File: src/rtl/pkg_mpu.sv
// rtl/pkg_mpu.sv - shared MPU commit-table types and default sizes
package pkg_mpu;

    localparam int NUM_ENTRY_HAZARD = 16;
    localparam int NUM_COMMIT_CH    = 2;
    localparam int WIDTH_THREAD_ID  = 8;
    localparam int WIDTH_COMMIT_NO  = $clog2(NUM_ENTRY_HAZARD);

    typedef logic [WIDTH_COMMIT_NO-1:0] mpu_commit_no_t;

    typedef struct packed {
        logic                       Valid;
        logic                       Commit;
        logic [WIDTH_THREAD_ID-1:0] ID;
    } mpu_tab_commit_t;

endpackage

File: src/rtl/mpu_commit_decode.sv
// rtl/mpu_commit_decode.sv - per-channel commit numbers to one-hot set vector plus error flag
module mpu_commit_decode #(
    parameter int NUM_ENTRY = 16,
    parameter int NUM_CH    = 2,
    parameter int WIDTH_NO  = $clog2(NUM_ENTRY)
) (
    input  logic [NUM_CH-1:0]          commit_req_i,
    input  logic [NUM_CH*WIDTH_NO-1:0] commit_no_i,
    input  logic [NUM_ENTRY-1:0]       valid_i,
    input  logic [NUM_ENTRY-1:0]       commit_i,
    output logic [NUM_ENTRY-1:0]       set_o,
    output logic                       err_o
);

    logic [NUM_ENTRY-1:0] set_d;
    logic [WIDTH_NO-1:0]  idx;

    // A later channel hitting an entry already claimed this cycle counts as a duplicate.
    always_comb begin
        set_d = '0;
        err_o = 1'b0;
        idx   = '0;
        for (int c = 0; c < NUM_CH; c++) begin
            if (commit_req_i[c]) begin
                idx = commit_no_i[c*WIDTH_NO +: WIDTH_NO];
                if (!valid_i[idx] || commit_i[idx] || set_d[idx]) begin
                    err_o = 1'b1;
                end else begin
                    set_d[idx] = 1'b1;
                end
            end
        end
    end

    assign set_o = set_d;

endmodule

File: src/rtl/mpu_commit_tab.sv
// rtl/mpu_commit_tab.sv - in-order issue/retire table with out-of-order multi-channel commit
module mpu_commit_tab
    import pkg_mpu::*;
#(
    parameter int NUM_ENTRY = NUM_ENTRY_HAZARD,
    parameter int NUM_CH    = NUM_COMMIT_CH,
    parameter int WIDTH_ID  = WIDTH_THREAD_ID,
    parameter int WIDTH_NO  = $clog2(NUM_ENTRY)
) (
    input  logic                            clock,
    input  logic                            reset,
    input  logic                            I_Flush,
    input  logic                            I_Issue_Req,
    input  logic [WIDTH_ID-1:0]             I_Issue_ID,
    output logic                            O_Issue_Ack,
    output logic [WIDTH_NO-1:0]             O_Issue_No,
    input  logic [NUM_CH-1:0]               I_Commit_Req,
    input  logic [NUM_CH*WIDTH_NO-1:0]      I_Commit_No,
    output logic                            O_Retire_Valid,
    output logic [WIDTH_NO-1:0]             O_Retire_No,
    output logic [WIDTH_ID-1:0]             O_Retire_ID,
    input  logic                            I_Retire_Ready,
    output logic                            O_Full,
    output logic                            O_Empty,
    output logic [$clog2(NUM_ENTRY+1)-1:0]  O_Count,
    output logic                            O_Err_Commit
);

    localparam int CW = $clog2(NUM_ENTRY+1);

    logic [NUM_ENTRY-1:0] valid_q, valid_d;
    logic [NUM_ENTRY-1:0] commit_q, commit_d;
    logic [WIDTH_ID-1:0]  id_q [NUM_ENTRY];
    logic [WIDTH_ID-1:0]  id_d [NUM_ENTRY];
    logic [WIDTH_NO-1:0]  head_q, head_d, tail_q, tail_d;
    logic [CW-1:0]        count_q, count_d;
    logic                 err_q, err_d;

    logic [NUM_ENTRY-1:0] set_vec;
    logic                 dec_err;
    logic                 issue_fire, retire_fire;

    mpu_commit_decode #(
        .NUM_ENTRY (NUM_ENTRY),
        .NUM_CH    (NUM_CH),
        .WIDTH_NO  (WIDTH_NO)
    ) u_decode (
        .commit_req_i (I_Commit_Req),
        .commit_no_i  (I_Commit_No),
        .valid_i      (valid_q),
        .commit_i     (commit_q),
        .set_o        (set_vec),
        .err_o        (dec_err)
    );

    // Full comes from the registered count only, so a same-cycle retire never frees a slot for issue.
    assign O_Full         = (count_q == CW'(NUM_ENTRY));
    assign O_Empty        = (count_q == '0);
    assign O_Count        = count_q;
    assign O_Err_Commit   = err_q;
    assign O_Issue_Ack    = I_Issue_Req & ~O_Full;
    assign O_Issue_No     = tail_q;
    assign O_Retire_Valid = valid_q[head_q] & commit_q[head_q];
    assign O_Retire_No    = head_q;
    assign O_Retire_ID    = id_q[head_q];

    assign issue_fire  = O_Issue_Ack;
    assign retire_fire = O_Retire_Valid & I_Retire_Ready;

    always_comb begin
        valid_d  = valid_q;
        commit_d = commit_q;
        id_d     = id_q;
        head_d   = head_q;
        tail_d   = tail_q;
        count_d  = count_q;
        err_d    = err_q;
        if (I_Flush) begin
            valid_d  = '0;
            commit_d = '0;
            id_d     = '{default: '0};
            head_d   = '0;
            tail_d   = '0;
            count_d  = '0;
            err_d    = 1'b0;
        end else begin
            commit_d = commit_q | set_vec;
            if (retire_fire) begin
                valid_d[head_q]  = 1'b0;
                commit_d[head_q] = 1'b0;
                head_d           = head_q + 1'b1;
            end
            if (issue_fire) begin
                valid_d[tail_q]  = 1'b1;
                commit_d[tail_q] = 1'b0;
                id_d[tail_q]     = I_Issue_ID;
                tail_d           = tail_q + 1'b1;
            end
            count_d = count_q + CW'(issue_fire) - CW'(retire_fire);
            err_d   = err_q | dec_err;
        end
    end

    always_ff @(posedge clock or negedge reset) begin
        if (!reset) begin
            valid_q  <= '0;
            commit_q <= '0;
            id_q     <= '{default: '0};
            head_q   <= '0;
            tail_q   <= '0;
            count_q  <= '0;
            err_q    <= 1'b0;
        end else begin
            valid_q  <= valid_d;
            commit_q <= commit_d;
            id_q     <= id_d;
            head_q   <= head_d;
            tail_q   <= tail_d;
            count_q  <= count_d;
            err_q    <= err_d;
        end
    end

endmodule
File: config.mk
export PLATFORM = sky130hd
export DESIGN_NAME = mpu_commit_tab
export DESIGN_NICKNAME = d
export VERILOG_FILES = /design/src/rtl/pkg_mpu.sv /design/src/rtl/mpu_commit_decode.sv /design/src/rtl/mpu_commit_tab.sv
export SDC_FILE = /design/constraint.sdc
export NUM_CORES = 1
export LEC_CHECK = 0
export CORE_ASPECT_RATIO = 1.25
export CORE_MARGIN = 5
export CORE_UTILIZATION = 40
export CTS_BUF_LIST = sky130_fd_sc_hd__clkbuf_8 sky130_fd_sc_hd__clkbuf_16
export DETAILED_ROUTE_END_ITERATION = 8
export DONT_BUFFER_PORTS = 1
export GPL_ROUTABILITY_DRIVEN = 1
export PLACE_DENSITY = 0.58
export SETUP_SLACK_MARGIN = 0.4
export SLEW_MARGIN = 20
export SYNTH_ARGS = -nofsm -noshare
export SYNTH_HDL_FRONTEND = slang
export SYNTH_SLANG_ARGS = --single-unit
File: constraint.sdc
create_clock -name clock -period 3.3 [get_ports clock]
set_clock_uncertainty 0.15 [all_clocks]
set_input_delay 0.825 -clock clock [delete_from_list [all_inputs] [get_ports clock]]
set_output_delay 0.825 -clock clock [all_outputs]
set_load 0.1 [all_outputs]
==> flow_summary.json <==
{
  "die_h_um": 183,
  "max_cap_violations": 0,
  "maxSlewViolCount": 0,
  "grt_use_total_pct": 24.5,
  "grt_max_degree": 176,
  "ant_nets": 0,
  "timing_hold_violations_final": 174,
  "cp_slowest_cell": "mux4_2",
  "dp_hpwl_um": 20400,
  "grt_pass1_vias": 8115,
  "setup_slack_ns": -0.221,
  "cts_buffers": 17,
  "syn_area_per_cell_um2": 9.74,
  "path_buf_inv": 3,
  "placedCellCount": 1331,
  "nets": 1076,
  "tns_ns": -1.63,
  "slew_headroom_pct": 39.5,
  "drt-vias-per-instance": 5.85,
  "vdd_drop_max_v": 0.000423,
  "synth-main-ff-cell": "dfrtp_1",
  "max_freq_mhz": 284,
  "die_area_mm2": 0.0273,
  "rows": 63,
  "finalSetupViolCount": 10,
  "worst_ep_arrival_time_ns": 2.55,
  "finalCritPeriodShare_pct": 107,
  "timing.hold.ws_ns": -0.0578,
  "cts_sinks": 174,
  "outcome": "complete, but fails checks",
  "seq_area_frac_synth_pct": 45.3,
  "fp.dieW_um": 149,
  "port_buffers": 0,
  "cpPeakStageDelay_ns": 0.52,
  "diodes": 0,
  "initial_utilization_pct": 40.5,
  "critPathKind": "reg -> out",
  "end_kind": "primary output",
  "syn-num-nets": 1025,
  "path_clk_slew_ns": 0.07,
  "path_cells": "buf_6 > mux4_2 > mux4_2 > buf_6 > clkinvlp_4",
  "wl_per_cell_um": 24.0,
  "cts_root_buf": "clkbuf_16",
  "synth-edff-count": 0,
  "cts.path.max_buffers": 2,
  "grt_pass1_wl_um": 50100,
  "place_congestion": 0.923,
  "synth_area_leaders": "dfrtp_1 (45%), mux4_2 (13%), nand2_1 (11%)",
  "pwr_density_cell_mw_per_mm2": 469,
  "drt-total-wl_um": 33000,
  "cp-start-kind": "register",
  "layout_commonest_cell": "nand2_1",
  "drcViolationCount": 0,
  "post-route-util_pct": 48.5,
  "final_cells": 1376,
  "gr-total-overflow": 0,
  "num_io_pins": 49,
  "cellLeakagePower_nw": 4.54,
  "drive_gt1_share_pct": 24.5,
  "drtIter0Drc": 669,
  "worstHoldPathType": "in -> async",
  "yosys.area.top_type": "dfrtp_1",
  "htreeDepth": 4,
  "async_reset_ff_share_pct": 100,
  "reg2reg_slack_ns": -0.13,
  "period_minus_slack_ns": 3.52,
  "synth_cell_types": 53,
  "layout_common_cells": "nand2_1 (287), dfrtp_1 (165), a21oi_1 (163)",
  "antenna_found_initial": 0,
  "synth_top_area_share_pct": 45.3,
  "synth.cell_area_mm2": 0.00962,
  "path_delay_family": "multiplexers",
  "yosysWarnings": 0,
  "clock_latency_ns": 0.44,
  "synthCells": 987,
  "max_slew.worst_pin.slew_ns": 0.908,
  "violations": "hold timing, setup timing",
  "required_ns": 2.32,
  "tritoncts": "yes",
  "syn2layout_area_growth_pct": 19.7,
  "ys_ff_latch": 174,
  "vias": 8046,
  "rsz0062_at_grt": "yes",
  "core_mm2": 0.0237,
  "dr.pass1.iters": 5,
  "worst-path-max-fanout": 4
}
==> routing by layer <==
layer | wire [µm] | GRT usage, %
met4 | 1590 | 11.4
met1 | 13300 | 32.0
met3 | 2020 | 4.25
met5 | 0 | 0
met2 | 16100 | 40.0
==> through the flow <==
step	power [mW]	area (µm²)	setup slack (ns)
floorplan	3.15	9910	-0.582
global placement	3.37	10700	0.0495
detailed placement	3.37	10700	0.0318
CTS	5.42	11400	-0.234
global route	5.56	11500	-0.252
finish	5.40	11500	-0.221
==> where the power goes <==
part,internal [mW],switching [mW]
logic,0.367,0.745
clock network,1.14,0.902
registers,2.20,0.0546
total,3.70,1.70
==> cell usage after synthesis, drive strengths merged, types with 14 or more instances <==
library cell / n
dfrtp: 174
mux4: 60
clkbuf: 44
a2111oi: 16
nand4: 17
nand2: 288
ha: 14
a21oi: 165
nand3: 20
nor2: 47
o21ai: 18
buf: 25
==> path summary, 6_finish.rpt <==
path / startpoint / to / depth (start not counted)
worst max-delay path: O_Retire_No[0] / O_Retire_Valid / 5
worst min-delay path: reset / id_q[48] / 0
worst max register to register: O_Retire_No[0] / O_Count[4] / 13
worst min register to register: id_q[44] / id_q[44] / 2
max in group asynchronous: reset / O_Count[3] / 0
min in group clock: I_Flush / commit_q[3] / 1
==> cell type report <==
cell class / count / area [µm²]
fill: 2215 / 12200
tap: 325 / 407
timing repair buffer: 104 / 1020
clock buffer: 18 / 439
sequential: 174 / 4380
clock inverter: 14 / 140
multi-input combinational: 728 / 5080
inverter: 13 / 52.6
==> sequential cells by signal, summed over array words and instances (netlist names) <==
name / count
O_Count: 5
O_Err_Commit: 1
O_Issue_No: 4
O_Retire_No: 4
commit_q: 16
id_q: 128
valid_q: 16
==> timing repair <==
action                                  4_1_cts  5_1_grt
gates resized for setup                      17        6
hold endpoints to repair                    174      174
pin swaps                                     2        3
setup buffers                                 6        4
endpoints found under the setup margin       14       18
gates cloned                                  1        2
==> logic make-up (layout without fill, tap and decap cells) <==
kind of cell    Yosys count  count (layout)  synth area share, %
mux                      80              80                 16.4
simple gates            412             412                 18.2
compound gates          211             211                 12.9
flops                   174             174                 45.3
xor+xnor                 10              10                0.911
fa+ha+maj                15              15                 2.03
buf+inv                  85             149                 4.31
Note: power is estimated with default switching activity, not from simulation.
